**src/rtl/axi_lite_pkg.sv**
```systemverilog
// Shared AXI-lite definitions for the master bridge: response codes, protection
// default and the write/read FSM state encodings.
package axi_lite_pkg;
  localparam logic [1:0] RESP_OKAY   = 2'b00;
  localparam logic [1:0] RESP_EXOKAY = 2'b01;
  localparam logic [1:0] RESP_SLVERR = 2'b10;
  localparam logic [1:0] RESP_DECERR = 2'b11;

  localparam logic [2:0] AXI_PROT_DEFAULT = 3'b000;

  typedef enum logic [1:0] {W_IDLE, W_REQ, W_RESP, W_ACK} w_state_t;
  typedef enum logic [1:0] {R_IDLE, R_ADDR, R_DATA, R_ACK} r_state_t;
endpackage

```
**src/rtl/axi_lite_rd_chan.sv**
```systemverilog
// Read path of the AXI-lite master bridge: AR issue, R capture and the
// one-cycle completion pulse back to the memory-side master.
module axi_lite_rd_chan
  import axi_lite_pkg::*;
#(
  parameter int DW = 64,
  parameter int AW = 64
) (
  input  logic          clk,
  input  logic          rst,
  input  logic          ren,
  input  logic [AW-1:0] raddr,
  output logic [AW-1:0] m_araddr,
  output logic          m_arvalid,
  input  logic          m_arready,
  input  logic [DW-1:0] m_rdata,
  input  logic [1:0]    m_rresp,
  input  logic          m_rvalid,
  output logic          m_rready,
  output logic [DW-1:0] rdata,
  output logic          rvalid,
  output logic          rerr
);
  r_state_t state, state_nx;
  logic     err;

  always_ff @(posedge clk or posedge rst) begin
    if (rst) state <= R_IDLE;
    else     state <= state_nx;
  end

  always_comb begin
    state_nx = state;
    case (state)
      R_IDLE: if (ren)       state_nx = R_ADDR;
      R_ADDR: if (m_arready) state_nx = R_DATA;
      R_DATA: if (m_rvalid)  state_nx = R_ACK;
      R_ACK:                 state_nx = R_IDLE;
      default:               state_nx = R_IDLE;
    endcase
  end

  // arvalid is always high in R_ADDR and rready in R_DATA, so ready/valid alone mark the handshake
  always_ff @(posedge clk or posedge rst) begin
    if (rst) begin
      m_araddr  <= '0;
      m_arvalid <= 1'b0;
      m_rready  <= 1'b0;
      rdata     <= '0;
      err       <= 1'b0;
    end else begin
      case (state)
        R_IDLE: if (ren) begin
          m_araddr  <= raddr;
          m_arvalid <= 1'b1;
        end
        R_ADDR: if (m_arready) begin
          m_arvalid <= 1'b0;
          m_rready  <= 1'b1;
        end
        R_DATA: if (m_rvalid) begin
          rdata    <= m_rdata;
          err      <= (m_rresp != RESP_OKAY);
          m_rready <= 1'b0;
        end
        default: ;
      endcase
    end
  end

  always_comb begin
    rvalid = (state == R_ACK);
    rerr   = rvalid & err;
  end
endmodule

```
**src/rtl/axi_lite_master_bridge.sv**
```systemverilog
// Memory-style request port to AXI-lite master bridge. Independent read and
// write paths, one outstanding transaction each; write FSM lives here.
module axi_lite_master_bridge
  import axi_lite_pkg::*;
#(
  parameter int C_M_AXI_DATA_WIDTH = 64,
  parameter int C_M_AXI_ADDR_WIDTH = 64
) (
  input  logic                            clk,
  input  logic                            rst,
  input  logic                            wen_mem,
  input  logic [C_M_AXI_ADDR_WIDTH-1:0]   waddr_mem,
  input  logic [C_M_AXI_DATA_WIDTH-1:0]   wdata_mem,
  input  logic [C_M_AXI_DATA_WIDTH/8-1:0] wmask_mem,
  output logic                            wvalid_mem,
  input  logic                            ren_mem,
  input  logic [C_M_AXI_ADDR_WIDTH-1:0]   raddr_mem,
  output logic [C_M_AXI_DATA_WIDTH-1:0]   rdata_mem,
  output logic                            rvalid_mem,
  output logic                            err_mem,
  output logic [C_M_AXI_ADDR_WIDTH-1:0]   m_awaddr,
  output logic [2:0]                      m_awprot,
  output logic                            m_awvalid,
  input  logic                            m_awready,
  output logic [C_M_AXI_DATA_WIDTH-1:0]   m_wdata,
  output logic [C_M_AXI_DATA_WIDTH/8-1:0] m_wstrb,
  output logic                            m_wvalid,
  input  logic                            m_wready,
  input  logic [1:0]                      m_bresp,
  input  logic                            m_bvalid,
  output logic                            m_bready,
  output logic [C_M_AXI_ADDR_WIDTH-1:0]   m_araddr,
  output logic [2:0]                      m_arprot,
  output logic                            m_arvalid,
  input  logic                            m_arready,
  input  logic [C_M_AXI_DATA_WIDTH-1:0]   m_rdata,
  input  logic [1:0]                      m_rresp,
  input  logic                            m_rvalid,
  output logic                            m_rready
);
  w_state_t w_state, w_state_nx;
  logic     aw_done, w_done, w_err;
  logic     aw_done_nx, w_done_nx;
  logic     rd_err;

  assign m_awprot = AXI_PROT_DEFAULT;
  assign m_arprot = AXI_PROT_DEFAULT;

  // AW and W complete independently; the flags fold in this cycle's handshakes
  assign aw_done_nx = aw_done | (m_awvalid & m_awready);
  assign w_done_nx  = w_done  | (m_wvalid  & m_wready);

  always_ff @(posedge clk or posedge rst) begin
    if (rst) w_state <= W_IDLE;
    else     w_state <= w_state_nx;
  end

  always_comb begin
    w_state_nx = w_state;
    case (w_state)
      W_IDLE: if (wen_mem)                w_state_nx = W_REQ;
      W_REQ:  if (aw_done_nx & w_done_nx) w_state_nx = W_RESP;
      W_RESP: if (m_bvalid)               w_state_nx = W_ACK;
      W_ACK:                              w_state_nx = W_IDLE;
      default:                            w_state_nx = W_IDLE;
    endcase
  end

  always_ff @(posedge clk or posedge rst) begin
    if (rst) begin
      m_awaddr  <= '0;
      m_wdata   <= '0;
      m_wstrb   <= '0;
      m_awvalid <= 1'b0;
      m_wvalid  <= 1'b0;
      m_bready  <= 1'b0;
      aw_done   <= 1'b0;
      w_done    <= 1'b0;
      w_err     <= 1'b0;
    end else begin
      case (w_state)
        W_IDLE: if (wen_mem) begin
          m_awaddr  <= waddr_mem;
          m_wdata   <= wdata_mem;
          m_wstrb   <= wmask_mem;
          m_awvalid <= 1'b1;
          m_wvalid  <= 1'b1;
          aw_done   <= 1'b0;
          w_done    <= 1'b0;
        end
        W_REQ: begin
          if (m_awready) m_awvalid <= 1'b0;
          if (m_wready)  m_wvalid  <= 1'b0;
          aw_done <= aw_done_nx;
          w_done  <= w_done_nx;
          if (aw_done_nx & w_done_nx) m_bready <= 1'b1;
        end
        W_RESP: if (m_bvalid) begin
          m_bready <= 1'b0;
          w_err    <= (m_bresp != RESP_OKAY);
        end
        default: ;
      endcase
    end
  end

  always_comb begin
    wvalid_mem = (w_state == W_ACK);
    err_mem    = (wvalid_mem & w_err) | rd_err;
  end

  axi_lite_rd_chan #(
    .DW(C_M_AXI_DATA_WIDTH),
    .AW(C_M_AXI_ADDR_WIDTH)
  ) u_rd (
    .clk      (clk),
    .rst      (rst),
    .ren      (ren_mem),
    .raddr    (raddr_mem),
    .m_araddr (m_araddr),
    .m_arvalid(m_arvalid),
    .m_arready(m_arready),
    .m_rdata  (m_rdata),
    .m_rresp  (m_rresp),
    .m_rvalid (m_rvalid),
    .m_rready (m_rready),
    .rdata    (rdata_mem),
    .rvalid   (rvalid_mem),
    .rerr     (rd_err)
  );
endmodule

```
**config.mk**
```make
export PLATFORM = sky130hd
export DESIGN_NAME = axi_lite_master_bridge
export DESIGN_NICKNAME = d
export VERILOG_FILES = /design/src/rtl/axi_lite_pkg.sv /design/src/rtl/axi_lite_rd_chan.sv /design/src/rtl/axi_lite_master_bridge.sv
export SDC_FILE = /design/constraint.sdc
export NUM_CORES = 1
export LEC_CHECK = 0
export ABC_CLOCK_PERIOD_IN_PS = 8250
export CORE_AREA = 4 4 213 215
export CTS_CLUSTER_SIZE = 12
export DETAILED_ROUTE_END_ITERATION = 8
export DIE_AREA = 0 0 217 219
export GPL_TIMING_DRIVEN = 0
export PLACE_DENSITY = 0.58
export SETUP_SLACK_MARGIN = 0.5
export SLEW_MARGIN = 20
export SYNTH_ARGS = -nofsm -noshare
export SYNTH_HDL_FRONTEND = slang
export SYNTH_SLANG_ARGS = --single-unit
export TNS_END_PERCENT = 5
```
**constraint.sdc**
```tcl
create_clock -name clk -period 8.25 [get_ports clk]
set_clock_uncertainty 0.1 [all_clocks]
set_input_delay 1.2375 -clock clk [delete_from_list [all_inputs] [get_ports clk]]
set_output_delay 1.2375 -clock clk [all_outputs]
set_load 0.02 [all_outputs]
```
### Word-level counts from Yosys, hierarchy flattened

Index checks and enable logic that the tools add are counted.

| storage, ports and cells | value |
|---|---|
| register bits | 277 |
| input bits | 277 |
| output and inout port bits | 278 |
| word-level logic and storage cells | 83 |

| cells by class | value |
|---|---|
| eq/ne operators | 14 |
| muxes and demuxes | 25 |
| bitwise logic cells | 8 |
| reductions and logical operators | 20 |

Operators by type and width:

| operator | count |
|---|---|
| AND reduction 3 bit | 7 |
| != test 2 bit, second input constant | 8 |
| one-hot mux 2 bit (4 select lines) | 2 |
| one-hot mux 1 bit (2 select lines) | 7 |
| two-way mux 2 bit | 6 |
| nonzero test 2 bit | 6 |
| two-way mux 1 bit | 10 |
| AND reduction 2 bit | 5 |
| == test 2 bit, second input constant | 4 |
| bitwise AND 1 bit | 5 |
| == test 2 x 1 -> 1 bit, second input constant | 2 |
| logical NOT 2 bit | 2 |
| OR 1 bit | 3 |

### Depth between registers and ports, before layout

Gate-level depths: netlist of the first run.

| depth | value |
|---|---|
| word-level depth | 5 |
| mapped depth | 7 |
| depth with buffers taken out | 6 |

### Modules after synthesis

From an unflattened synthesis of the first run, not the netlist that was laid out.

| second synthesis, totals | value |
|---|---|
| cell total of the unflattened synthesis | 648 |
| area, all modules | 11,405.9 um2 |

By module, submodules not included:

| module | instances | cells each | area an instance (um2) | seq. area each (um2) |
|---|---|---|---|---|
| axi_lite_master_bridge | 1 | 341 | 6,114.6 | 3,603.5 |
| axi_lite_rd_chan | 1 | 307 | 5,291.3 | 3,328.2 |

### Worst setup path before layout of the first run

OpenSTA, ideal clock, no wires.

| timing path | value |
|---|---|
| path kind | reg-to-output |
| start | reg w_state[0] |
| end | out err_mem |
| arrival time | 965 ps |
| data required time | 6,912 ps |
| path slack | 5,947 ps |
| cell stages (with the launch flop) | 3 |
| buffers on the path | 0 |
| cells stage by stage | dfrtp_1 > ha_1 > a22o_1 |

| on the way | value |
|---|---|
| cells in the longest elaborated chain, start to end | 3 |

RTL lines:

| item | line | text |
|---|---|---|
| from (decl) | axi_lite_master_bridge.sv:41 | `w_state_t w_state, w_state_nx;` |
| from (signal assigned) | axi_lite_master_bridge.sv:55 | `else w_state <= w_state_nx;` |
| == test 2 bit | axi_lite_master_bridge.sv:108 | `wvalid_mem = (w_state == W_ACK);` |
| via wvalid_mem | axi_lite_master_bridge.sv:15 | `output logic wvalid_mem,` |
| bitwise AND 1 bit | axi_lite_master_bridge.sv:109 | `err_mem = (wvalid_mem & w_err) \| rd_err;` |
| OR 1 bit | axi_lite_master_bridge.sv:109 |  |
| to (decl) | axi_lite_master_bridge.sv:20 | `output logic err_mem,` |

The timed path passes the listed nets, and every way through them passes these cells.

### Final worst setup path of the first run

| timing path | value |
|---|---|
| start | reg w_state[1] |
| end | out err_mem |

| on the way | value |
|---|---|
| cells in the longest elaborated chain, start to end | 3 |

RTL lines:

| item | line |
|---|---|
| == test 2 bit | axi_lite_master_bridge.sv:108 |
| bitwise AND 1 bit | axi_lite_master_bridge.sv:109 |
| OR 1 bit | axi_lite_master_bridge.sv:109 |

Every way passes these cells.

==> results.ini, run 1 <==
[run_status]
outcome=completed

[routing]
top_layer=met4
drc=0
met3_length_um=2450
vias=7583
firstDrtPassIters=4
routed_wl_um=33800
wl_met2_um=17800
post_drt_wl_per_cell_um=18.2
ant_nets=0
vias_per_cell=4.08
drt_iter0_markers=259
drt-met1-wl_um=12500

[timing]
post-route-min-period_ns=3.33
grt_setup_unrepaired=no
max_freq_ghz=0.301
hold_violations=0
setup_viol_count_final=0
drv_slew=0
fin_crit_sh_pct=40.3
setup_slack_ns=4.92
tns_ns=0

[min_path]
min_from=w_err$_DFFE_PP0P_
hold_path.class=flop to flop
whs_path_depth=2
hold_path_end=w_err$_DFFE_PP0P_

[yosys]
async_reset_ff_share_pct=100
syn-cell-area_um2=10600
yosysSeqAreaShare_pct=65.6
syn_inst=642
synth_top_cell_area_share_pct=65.6
synth.largest_area_cell=dfrtp_1
synthTopCellsByCount=dfrtp_1 (277), mux2_2 (233), mux2_1 (32)
ys_top_cells_by_area=dfrtp_1 (66%), mux2_2 (25%), mux2_1 (3.4%)
synth_area_per_cell_um2=16.5
synth_cell_types=23
synth.ff_latch_count=277
synthFlopType=dfrtp_1
ys_warn_count=0
synth_edf_count=0
synth_most_common_cell=dfrtp_1

[final_layout]
drive_gt1_share_pct=26.0
multi_input_area_um2=3370
sequential_cell_area_um2=6930
fillers=4148
nNetsFinal=1525
area_delta_synth_final_pct=71.3

[clock_network]
cts_tree=built
post_cts_buffers=0
clock_sinks=277
clkLatencyLatePin_ns=0.52
cts_buffers=34
cts_buffer_depth=3
cts_resized=0
postCtsHoldBufs=0
root_buffer=clkbuf_16
htreeDepth=2
path_clk_slew_ns=0.06

[power_and_ir_drop]
power.density_nw_per_um2=285
peakVddDrop_v=0.000162
leakage_uw=0.00801

[place]
dp_hpwl_um=27000
pre_cts_slack_ns=5.24
gp_congestion=0.751
io_buffers=547

[global_routing]
grt_pass1_wl_um=50900
grt_max_degree=34
antenna_found_initial=2
grt.overflow.total=0
grt_pass1_vias=8381
grt_usage_pct=13.8

[die]
die_w_um=217
placeableCoreArea_um2=43700
die_height_um=219
start_util_pct=24.2
io_pins=555
fp.dieArea_um2=47500
rows=77

[flow_run]
timing.max_cap.violations=0

[critical_path]
endpoint_kind=primary output
critical_path_arrival_ns=1.99
critPathMaxFanout=4
regToRegSetupSlack_ns=6.22
required_ns=6.91
rr_endpoint=u_rd.m_araddr[36]$_DFFE_PP0P_
reg2reg_depth=5
r2r-start=u_rd.state[0]$_DFFE_PP0P_
worstSetupPathType=flop to primary output
cp-start-kind=flop

## cell type report
cell class | count | area share [%]
Buffer | 35 | 1.33
Timing Repair Buffer | 556 | 31.2
Multi-Input combinational cell | 324 | 18.6
Clock inverter | 4 | 0.124
Antenna cell | 2 | 0.0277
Sequential cell | 277 | 38.3
Inverter | 11 | 0.249
Clock buffer | 56 | 6.01
Tap cell | 592 | 4.09
## cell usage in the layout, fill, tap and decap left out, drive strengths merged
cell type and count:
a21oi 5, a221oi 1, a22o 5, a31oi 2
a32oi 1, buf 44, clkbuf 56, clkdlybuf4s50 547
clkinv 3, clkinvlp 2, conb 6, dfrtp 277
diode 2, ha 9, inv 10, mux2 265
nand2 10, nand2b 1, nor2 2, nor2b 1
o21ai 14, o221ai 1, o31ai 1
## routing by layer
metal	GRT usage [%]	up-vias
li1	-	3443
met1	15.3	3802
met2	24.7	276
met3	4.33	62
met4	5.53	0
met5	0	-
## worst max path at each step
| stage | from | end | slack (ns) |
|---|---|---|---|
| floorplan | rst | aw_done$_DFFE_PP0P_ | 3.25 |
| global placement | rst | u_rd.m_araddr[46]$_DFFE_PP0P_ | 0.91 |
| detailed placement | ren_mem | u_rd.m_araddr[36]$_DFFE_PP0P_ | 5.24 |
| CTS | w_state[1]$_DFFE_PP0P_ | err_mem | 4.84 |
| global route | w_state[1]$_DFFE_PP0P_ | err_mem | 4.78 |
| finish | w_state[1]$_DFFE_PP0P_ | err_mem | 4.92 |
## critical path: stages (launching register included)
cell             delay (ns)
dfrtp_1                0.41
ha_1                   0.23
a22o_1                 0.25
clkdlybuf4s50_1        0.58
## power breakdown
part | internal (µW) | leakage (µW) | switching [µW]
logic | 990 | 0.00389 | 843
registers | 1700 | 0.00358 | 165
clock network | 897 | 0.000544 | 565
total | 3580 | 0.00801 | 1570
## metrics by stage
stage | area [µm²] | cells | utilization, % | hold slack [ns] | power (µW)
floorplan | 10600 | 647 | - | 0.350 | 2760
global placement | 16800 | 1786 | 38.4 | 0.374 | 3720
detailed placement | 17000 | 1795 | 38.8 | 0.380 | 3750
CTS | 18100 | 1855 | 41.4 | 0.393 | 5260
finish | 18100 | 1857 | 41.4 | 0.388 | 5160
global route | 18100 | 1857 | 41.4 | 0.403 | 5420
## state kept, by name, indices dropped and copies added, names as in the netlist, 2 cells and up
| name | count |
|---|---|
| w_state | 2 |
| m_wstrb | 8 |
| m_awaddr | 64 |
| u_rd.m_araddr | 64 |
| u_rd.state | 2 |
| u_rd.rdata | 64 |
| m_wdata | 64 |
## cells by family (layout without fill, tap and decap cells)
| group | count (synthesis) | count (layout) | synth area share [%] |
|---|---|---|---|
| and+or+nand+nor | 14 | 14 | 0.616 |
| buffers and inverters | 46 | 662 | 2.68 |
| DFF | 277 | 277 | 65.6 |
| AOI/OAI and AO/OA | 30 | 30 | 1.75 |
| other | 1 | 8 | 0.0355 |
| muxes | 265 | 265 | 28.2 |
| adders and majority gates | 9 | 9 | 1.07 |
(Power assumes the default switching activity.)
==> run 2: changes to the inputs <==
--- a/config.mk
+++ b/config.mk
@@ -5,7 +5,7 @@
 export SDC_FILE = /design/constraint.sdc
 export NUM_CORES = 1
 export LEC_CHECK = 0
-export ABC_CLOCK_PERIOD_IN_PS = 8250
+export ABC_CLOCK_PERIOD_IN_PS = 2900
 export CORE_AREA = 4 4 213 215
 export CTS_CLUSTER_SIZE = 12
 export DETAILED_ROUTE_END_ITERATION = 8
==> constraint.sdc (replaced) <==
create_clock -name clk -period 2.9 [get_ports clk]
set_clock_uncertainty 0.1 [all_clocks]
set_input_delay 0.435 -clock clk [delete_from_list [all_inputs] [get_ports clk]]
set_output_delay 0.435 -clock clk [all_outputs]
set_load 0.02 [all_outputs]
==> run 2 against run 1 <==
Effect of this change:
- combinational power rose to 2.8 times the previous value
- global-route usage did not move
- first-iteration DRC count did not move
- critical endpoint unchanged
- critical path depth did not move
- power rose to 2.8 times the previous value
- utilization barely moved
- cell count did not move
- routed wire length barely moved
- final area barely moved
- via count did not move
- sequential power rose to 2.8 times the previous value
- die area did not move
==> results.ini, run 2 (synthesis results as in run 1) <==
[clock_network]
clkLatencyLatePin_ns=0.52  ; about the same
cts_tree=built  ; unchanged
cts_buffer_depth=3  ; unchanged
clock_sinks=277  ; unchanged
path_clk_slew_ns=0.06  ; about the same
cts_buffers=34  ; unchanged
post_cts_buffers=0  ; unchanged
root_buffer=clkbuf_16  ; unchanged
htreeDepth=2  ; unchanged

[final_layout]
post-route-cell-area_um2=18100  ; about the same
area_delta_synth_final_pct=71.3  ; about the same
final_cell_mix=clkdlybuf4s50_1 (545), dfrtp_1 (277), mux2_2 (233)  ; was clkdlybuf4s50_1 (547), dfrtp_1 (277), mux2_2 (233)
multi_input_area_um2=3370  ; unchanged
sequential_cell_area_um2=6930  ; unchanged
layout_commonest_cell=clkdlybuf4s50_1  ; unchanged
final_util_pct=41.4  ; about the same
nNetsFinal=1525  ; unchanged
drive_gt1_share_pct=26.0  ; unchanged
fillers=4148  ; unchanged

[routing]
drt_iter0_markers=259  ; unchanged
drc=0  ; unchanged
vias=7583  ; unchanged
routed_wl_um=33800  ; about the same
post_drt_wl_per_cell_um=18.2  ; about the same
ant_nets=0  ; unchanged
vias_per_cell=4.08  ; unchanged
firstDrtPassIters=4  ; unchanged

[global_routing]
grt_pass1_vias=8381  ; unchanged
grt_max_degree=34  ; unchanged
grt.overflow.total=0  ; unchanged
grt_usage_pct=13.8  ; unchanged
grt_pass1_wl_um=50900  ; unchanged
antenna_found_initial=2  ; unchanged

[die]
die_w_um=217  ; unchanged
die_height_um=219  ; unchanged
placeableCoreArea_um2=43700  ; unchanged
io_pins=555  ; unchanged
start_util_pct=24.2  ; unchanged
rows=77  ; unchanged
fp.dieArea_um2=47500  ; unchanged

[critical_path]
required_ns=2.37  ; was 6.91 ns
cp-start-kind=flop  ; unchanged
critical_path_arrival_ns=1.76  ; was 1.99 ns
worstSetupPathType=flop to primary output  ; unchanged
critPathMaxFanout=4  ; unchanged
cp_cell_sequence=ha_1, a22o_1, dlygate4sd2_1  ; was ha_1, a22o_1, clkdlybuf4s50_1
crit_slowest_cell=dfrtp_1  ; was clkdlybuf4s50_1
endpoint_kind=primary output  ; unchanged
slowest_delay_ns=0.41  ; was 0.58 ns

[timing]
post-route-min-period_ns=2.29
hold_ws_ns=0.148  ; was 0.388 ns
setup_viol_count_final=0  ; unchanged
max_freq_ghz=0.436
grt_setup_unrepaired=yes  ; was no
hold_violations=0  ; unchanged
drv_slew=0  ; unchanged
setup_slack_ns=0.608  ; was 4.92 ns
fin_crit_sh_pct=79.0
tns_ns=0  ; unchanged

[flow_run]
timing.max_cap.violations=0  ; unchanged

[power_and_ir_drop]
leakage_uw=0.00803  ; was 0.00801 µW
peakVddDrop_v=0.000460  ; was 0.000162 V
power.density_nw_per_um2=810  ; was 285 nW/µm²

[min_path]
hold_path.class=primary input to asynchronous set/reset pin  ; was flop to flop

[place]
pre_cts_slack_ns=0.691  ; was 5.24 ns
placed_area_um2=17000  ; unchanged
io_buffers=547  ; unchanged
dp_hpwl_um=27000  ; unchanged
gp_congestion=0.751  ; unchanged

[run_status]
outcome=completed  ; unchanged

==> run 2: changes by cell type in the layout (fill, tap and decap cells not counted) <==
cell | before | now
clkdlybuf4s50_1 | 547 | 545
dlygate4sd2_1 | 0 | 1
dlymetal6s2s_1 | 0 | 1
==> run 2: routing by layer <==
metal  global-route usage [%]  share of wire, %
met5                        0                 0
met4                     5.53               3.3
met3                     4.33               7.2
met2                     24.7                53
met1                     15.3                37
==> run 2: repair_timing <==
item	4_1_cts	5_1_grt
hold buffers	0	0
endpoints found under the setup margin	1	2
cloned	0	0
resized for setup	1	1
==> run 2: final timing paths <==
path                                           startpoint                            end  slack, ns  cells after the start
min in group clk                                  wen_mem             w_done$_DFFE_PP0P_       0.20                      3
worst min-delay path                                  rst        m_awaddr[9]$_DFFE_PP0P_       0.15                      2
worst min register to register          w_err$_DFFE_PP0P_              w_err$_DFFE_PP0P_       0.39                      2
worst max register to register  u_rd.state[0]$_DFFE_PP0P_  u_rd.m_araddr[36]$_DFFE_PP0P_       0.87                      5
worst max-delay path               w_state[1]$_DFFE_PP0P_                        err_mem       0.61                      3
max in group asynchronous                             rst  u_rd.m_araddr[46]$_DFFE_PP0P_       1.36                      6
==> run 2: critical path: cells and delay by family, from the launching register on <==
family,cells,cell delay (ns)
buffers and inverters,1,0.35
adders and majority gates,1,0.23
DFF,1,0.41
AOI/OAI and AO/OA,1,0.25
==> run 2: per-stage QoR <==
| step | cells | power [µW] |
|---|---|---|
| after floorplan | 647 | 7850 |
| after global placement | 1786 | 10600 |
| after detailed placement | 1795 | 10700 |
| after CTS | 1855 | 15000 |
| after global routing | 1857 | 15400 |
| final | 1857 | 14700 |
==> run 2: power by group <==
group | switching, µW | internal, µW
registers | 468 | 4830
clock network | 1610 | 2550
logic | 2400 | 2810
total | 4470 | 10200
==> run 2: area by class of cell <==
type,instances,share of cell area (%)
Clock inverter,4,0.124
Multi-Input combinational cell,324,18.6
Tap cell,592,4.09
Inverter,11,0.249
Antenna cell,2,0.0277
Sequential cell,277,38.3
Clock buffer,56,6.01
Timing Repair Buffer,556,31.3
Buffer,35,1.33
==> run 3: changes to the inputs <==
--- a/config.mk
+++ b/config.mk
@@ -5,7 +5,7 @@
 export SDC_FILE = /design/constraint.sdc
 export NUM_CORES = 1
 export LEC_CHECK = 0
-export ABC_CLOCK_PERIOD_IN_PS = 2900
+export ABC_CLOCK_PERIOD_IN_PS = 2000
 export CORE_AREA = 4 4 213 215
 export CTS_CLUSTER_SIZE = 12
 export DETAILED_ROUTE_END_ITERATION = 8
==> constraint.sdc (replaced) <==
create_clock -name clk -period 2 [get_ports clk]
set_clock_uncertainty 0.1 [all_clocks]
set_input_delay 0.3 -clock clk [delete_from_list [all_inputs] [get_ports clk]]
set_output_delay 0.3 -clock clk [all_outputs]
set_load 0.02 [all_outputs]
==> run 3 against run 2 <==
Effect of this change:
- routed wire length up 3.6%
- critical path type unchanged
- critical endpoint is now m_awaddr[22]
- worst hold slack lost 0.039 ns
- largest power group is now combinational cells
- highest routed layer unchanged
- final area rose by 2.6%
- combinational power is 55% higher
==> results.ini, run 3 (synthesis results as in run 1) <==
[global_routing]
grt_usage_pct=14.1  ; was 13.8%
grt_max_degree=34  ; unchanged
antenna_found_initial=2  ; unchanged
grt.overflow.total=0  ; unchanged
grt_pass1_wl_um=51700  ; was 50900 µm
grt_pass1_vias=8489  ; was 8381

[min_path]
hold_path.class=primary input to asynchronous set/reset pin  ; unchanged

[die]
fp.dieArea_um2=47500  ; unchanged
start_util_pct=24.2  ; unchanged
rows=77  ; unchanged
die_w_um=217  ; unchanged
die_height_um=219  ; unchanged
placeableCoreArea_um2=43700  ; unchanged
io_pins=555  ; unchanged

[power_and_ir_drop]
leakage_uw=0.00834  ; was 0.00803 µW
peakVddDrop_v=0.000667  ; was 0.000460 V
power.density_nw_per_um2=1170  ; was 810 nW/µm²

[routing]
vias=7673  ; was 7583
vias_per_cell=4.08  ; about the same
firstDrtPassIters=4  ; unchanged
ant_nets=0  ; unchanged
drc=0  ; unchanged
drt_iter0_markers=276  ; was 259
post_drt_wl_per_cell_um=18.6  ; was 18.2 µm
routed_wl_um=35000  ; was 33800 µm

[timing]
fin_crit_sh_pct=97.2
worst_pin_slew_ns=0.606
setup_slack_ns=0.0551  ; was 0.608 ns
worst_slew_margin_rel_pct=59.5
grt_setup_unrepaired=yes  ; unchanged
drv_slew=0  ; unchanged
max_freq_ghz=0.514
setup_viol_count_final=0  ; unchanged
post-route-min-period_ns=1.94
tns_ns=0  ; unchanged
hold_violations=0  ; unchanged

[place]
dp_hpwl_um=27000  ; unchanged
pre_cts_slack_ns=-0.0738  ; was 0.691 ns
io_buffers=547  ; unchanged
gp_congestion=0.751  ; unchanged
placed_cells=1795  ; unchanged
placed_area_um2=17000  ; unchanged

[critical_path]
endpoint_kind=primary output  ; unchanged
regToRegSetupSlack_ns=0.15  ; was 0.87 ns
cp_cell_sequence=clkdlybuf4s50_1  ; was ha_1, a22o_1, dlygate4sd2_1
cp-start-kind=flop  ; unchanged
critical_path_arrival_ns=1.54  ; was 1.76 ns
critPathMaxFanout=2  ; was 4
crit_slowest_cell=clkdlybuf4s50_1  ; was dfrtp_1
worstSetupPathType=flop to primary output  ; unchanged
path_buf_inv=1  ; unchanged
path_delay_family=buffers and inverters  ; was flip-flops
slowest_delay_ns=0.64  ; was 0.41 ns
required_ns=1.60  ; was 2.37 ns

[clock_network]
cts_tree=built  ; unchanged
root_buffer=clkbuf_16  ; unchanged
path_clk_slew_ns=0.06  ; about the same
htreeDepth=2  ; unchanged
clkLatencyLatePin_ns=0.52  ; about the same
cts_buffers=34  ; unchanged
cts_buffer_depth=3  ; unchanged
clock_sinks=277  ; unchanged

[final_layout]
fillers=4100  ; was 4148
final_util_pct=42.5  ; was 41.4%
multi_input_area_um2=3470  ; was 3370 µm²
drive_gt1_share_pct=28.6  ; was 26.0%
final_cell_mix=clkdlybuf4s50_1 (530), dfrtp_1 (276), mux2_2 (232)  ; was clkdlybuf4s50_1 (545), dfrtp_1 (277), mux2_2 (233)
layout_commonest_cell=clkdlybuf4s50_1  ; unchanged
area_delta_synth_final_pct=75.8  ; was 71.3%
nNetsFinal=1550  ; was 1525
post-route-cell-area_um2=18600  ; was 18100 µm²
sequential_cell_area_um2=6930  ; about the same
fin_cells=1882  ; was 1857

[flow_run]
timing.max_cap.violations=0  ; unchanged

[run_status]
outcome=completed  ; unchanged

## run 3: area by class of cell
class / instances / area share (%)
Inverter: 11 / 0.242
Clock inverter: 4 / 0.121
Tap cell: 592 / 3.99
Timing Repair Buffer: 579 / 32.0
Multi-Input combinational cell: 326 / 18.7
Buffer: 35 / 1.78
Clock buffer: 56 / 5.85
Sequential cell: 277 / 37.3
Antenna cell: 2 / 0.0269
## run 3: per-layer routing
metal	wire length, µm	GRT usage [%]	vias up	share of wire (%)
met5	0	0	-	0
met4	1090	5.53	0	3.1
met3	2420	4.35	58	6.9
met2	18500	25.3	276	53
met1	13000	15.6	3840	37
li1	-	-	3499	-
## run 3: path summary, 6_finish.rpt
path / end / startpoint / cells past startpoint
worst min register to register: u_rd.rdata[3]$_DFFE_PP0P_ / u_rd.rdata[3]$_DFFE_PP0P_ / 1
worst max-delay path: m_awaddr[22] / m_awaddr[22]$_DFFE_PP0P_ / 1
worst min-delay path: m_awaddr[29]$_DFFE_PP0P_ / rst / 3
min in group clk: w_done$_DFFE_PP0P_ / wen_mem / 3
worst max register to register: m_awaddr[23]$_DFFE_PP0P_ / w_state[0]$_DFFE_PP0P_ / 6
max in group asynchronous: m_wdata[53]$_DFFE_PP0P_ / rst / 3
## run 3: timing repair
item,4_1_cts,5_1_grt
cloned,4,2
hold buffers,1,0
buffers inserted,11,7
pin swaps,3,2
hold endpoints to repair,13,0
setup endpoints to repair,542,546
resized for setup,64,30
## run 3: report_power, final
| part | internal (µW) | leakage [µW] | switching [µW] |
|---|---|---|---|
| clock | 3700 | 0.000544 | 2330 |
| sequential | 7000 | 0.00358 | 689 |
| combinational | 4440 | 0.00422 | 3650 |
## run 3: through the flow
step | hold WS (ns) | power (µW)
after floorplan | 0.332 | 11400
after global placement | 0.374 | 15300
after detailed placement | 0.380 | 15500
after CTS | 0.0205 | 22100
after global routing | 0.0905 | 22900
final | 0.108 | 21800
==> RTL change: new RTL, settings of run 2 <==
`C_M_AXI_ADDR_WIDTH`: 64 -> 96.
--- a/src/rtl/axi_lite_master_bridge.sv
+++ b/src/rtl/axi_lite_master_bridge.sv
@@ -4,7 +4,7 @@
   import axi_lite_pkg::*;
 #(
   parameter int C_M_AXI_DATA_WIDTH = 64,
-  parameter int C_M_AXI_ADDR_WIDTH = 64
+  parameter int C_M_AXI_ADDR_WIDTH = 96
 ) (
   input  logic                            clk,
   input  logic                            rst,
Ports: changed (resized m_araddr, m_awaddr, raddr_mem and waddr_mem); port bits go from 555 to 683. No check against the original RTL was run, so the function may have changed too.
==> RTL change against run 2 <==
- setup slack got worse by 13 ps
- critical path type unchanged
- utilization increased by 9.9 points
- routed wire length rose by 42%
- sequential cell count increased by 64
- first-iteration DRC count increased by 13%
- synthesized area up 26%
- design area is 24% higher
- power up 23%
==> RTL change: results (changes against run 2) <==
metric,value,unit,change
Pleak,10.2,nW,was 8.03 nW
Post-Place Cells,2062,,"was 1,795"
Non-clock buffer share,32.9,%,was 32.6%
f_max,434,MHz,was 436 MHz
post_cts resized,2,,was 1
synth cell count leaders,"dfrtp_1, mux2_2, mux2_4, buf_2",,"was dfrtp_1, mux2_2, mux2_1, buf_2, o21ai_0"
1st-iter DRT viols,293,,was 259
critical path's top delay family,buffers and inverters,,was flip-flops
initial antenna violation count,10,,was 2
Inserted Diodes,7,,was 2
DRT Wirelength,48100,µm,"was 33,800 µm"
"Core Util, Final",51.3,%,was 41.4%
TritonCTS buffer count,40,,was 34
fraction of area in multi-input gates,19.9,%,was 18.6%
highest layer used for signal routing,met5,,was met4
first-pass GRT wire length,68500,µm,"was 50,900 µm"
pre-CTS setup slack,561,ps,was 691 ps
M3 GR Usage,7.21,%,was 4.33%
share of layout cells above drive strength 1,29.0,%,was 26.0%
Critical-path top delay cell,clkdlybuf4s50_1,,was dfrtp_1
vias in the first global route,10000,,"was 8,381"
WL met1,17700,µm,"was 12,500 µm"
Area contributors post-synth,"dfrtp_1, mux2_2, mux2_4",,"was dfrtp_1, mux2_2, mux2_1"
maximum VDD drop,0.572,mV,was 0.460 mV
DR WL met2,24600,µm,"was 17,800 µm"
IO buf count,676,,was 547
vias,9302,,"was 7,583"
CTS sink count,341,,was 277
status,"complete, no violations",,unchanged
met2 global-route usage,34.0,%,was 24.7%
Final #Nets,1862,,"was 1,525"
WL met3,4230,µm,was 2450 µm
mean post-synth cell area,17.2,µm²,was 16.5 µm²
Fillers,3893,,"was 4,148"
dpl cell area,21200,µm²,"was 17,000 µm²"
via/cell ratio,4.35,,was 4.08
final RePlAce weighted congestion,0.815,,was 0.751
max incr delay on CP,660,ps,was 410 ps
Multi-In Gates,388,,was 324
largest net degree at the start of global routing,33,,was 34
clkbuf count,58,,was 56
Seq area share,38.1,%,was 38.3%
hpwl dp,38800,µm,"was 27,000 µm"
ClkCell Share,5.61,%,was 6.13%
Plain + repair buffers,730,,was 591
RTL change: cell count changes after synthesis, sizes merged:
cell	run 2	this run
dfrtp	277	341
buf	35	41
mux2	265	329
RTL change: path summary, 6_finish.rpt:
path	start	end	slack (ps)	cells past startpoint
max	u_rd.state[1]	rvalid_mem	600	2
min reg2reg	u_rd.err	u_rd.err	380	2
min in group clk	u_rd.err	u_rd.err	380	2
max in group asynchronous	rst	m_awaddr[80]	1340	6
min	rst	u_rd.rdata[24]	190	2
max reg2reg	u_rd.state[0]	u_rd.m_araddr[43]	820	6
RTL change: where the power goes:
part,total [W],switching (W),internal (W)
clock,0.00482,0.00198,0.00284
combinational,0.00670,0.00314,0.00357
sequential,0.00656,0.000613,0.00595
RTL change: cells by family after synthesis:
family                     count (synthesis)  synth area share, %
AOI/OAI and AO/OA                         30                 1.39
DFF                                      341                 64.0
adders and majority gates                  9                0.845
other                                      1               0.0281
buffers and inverters                     52                 2.69
muxes                                    329                 30.6
and+or+nand+nor                           14                0.451
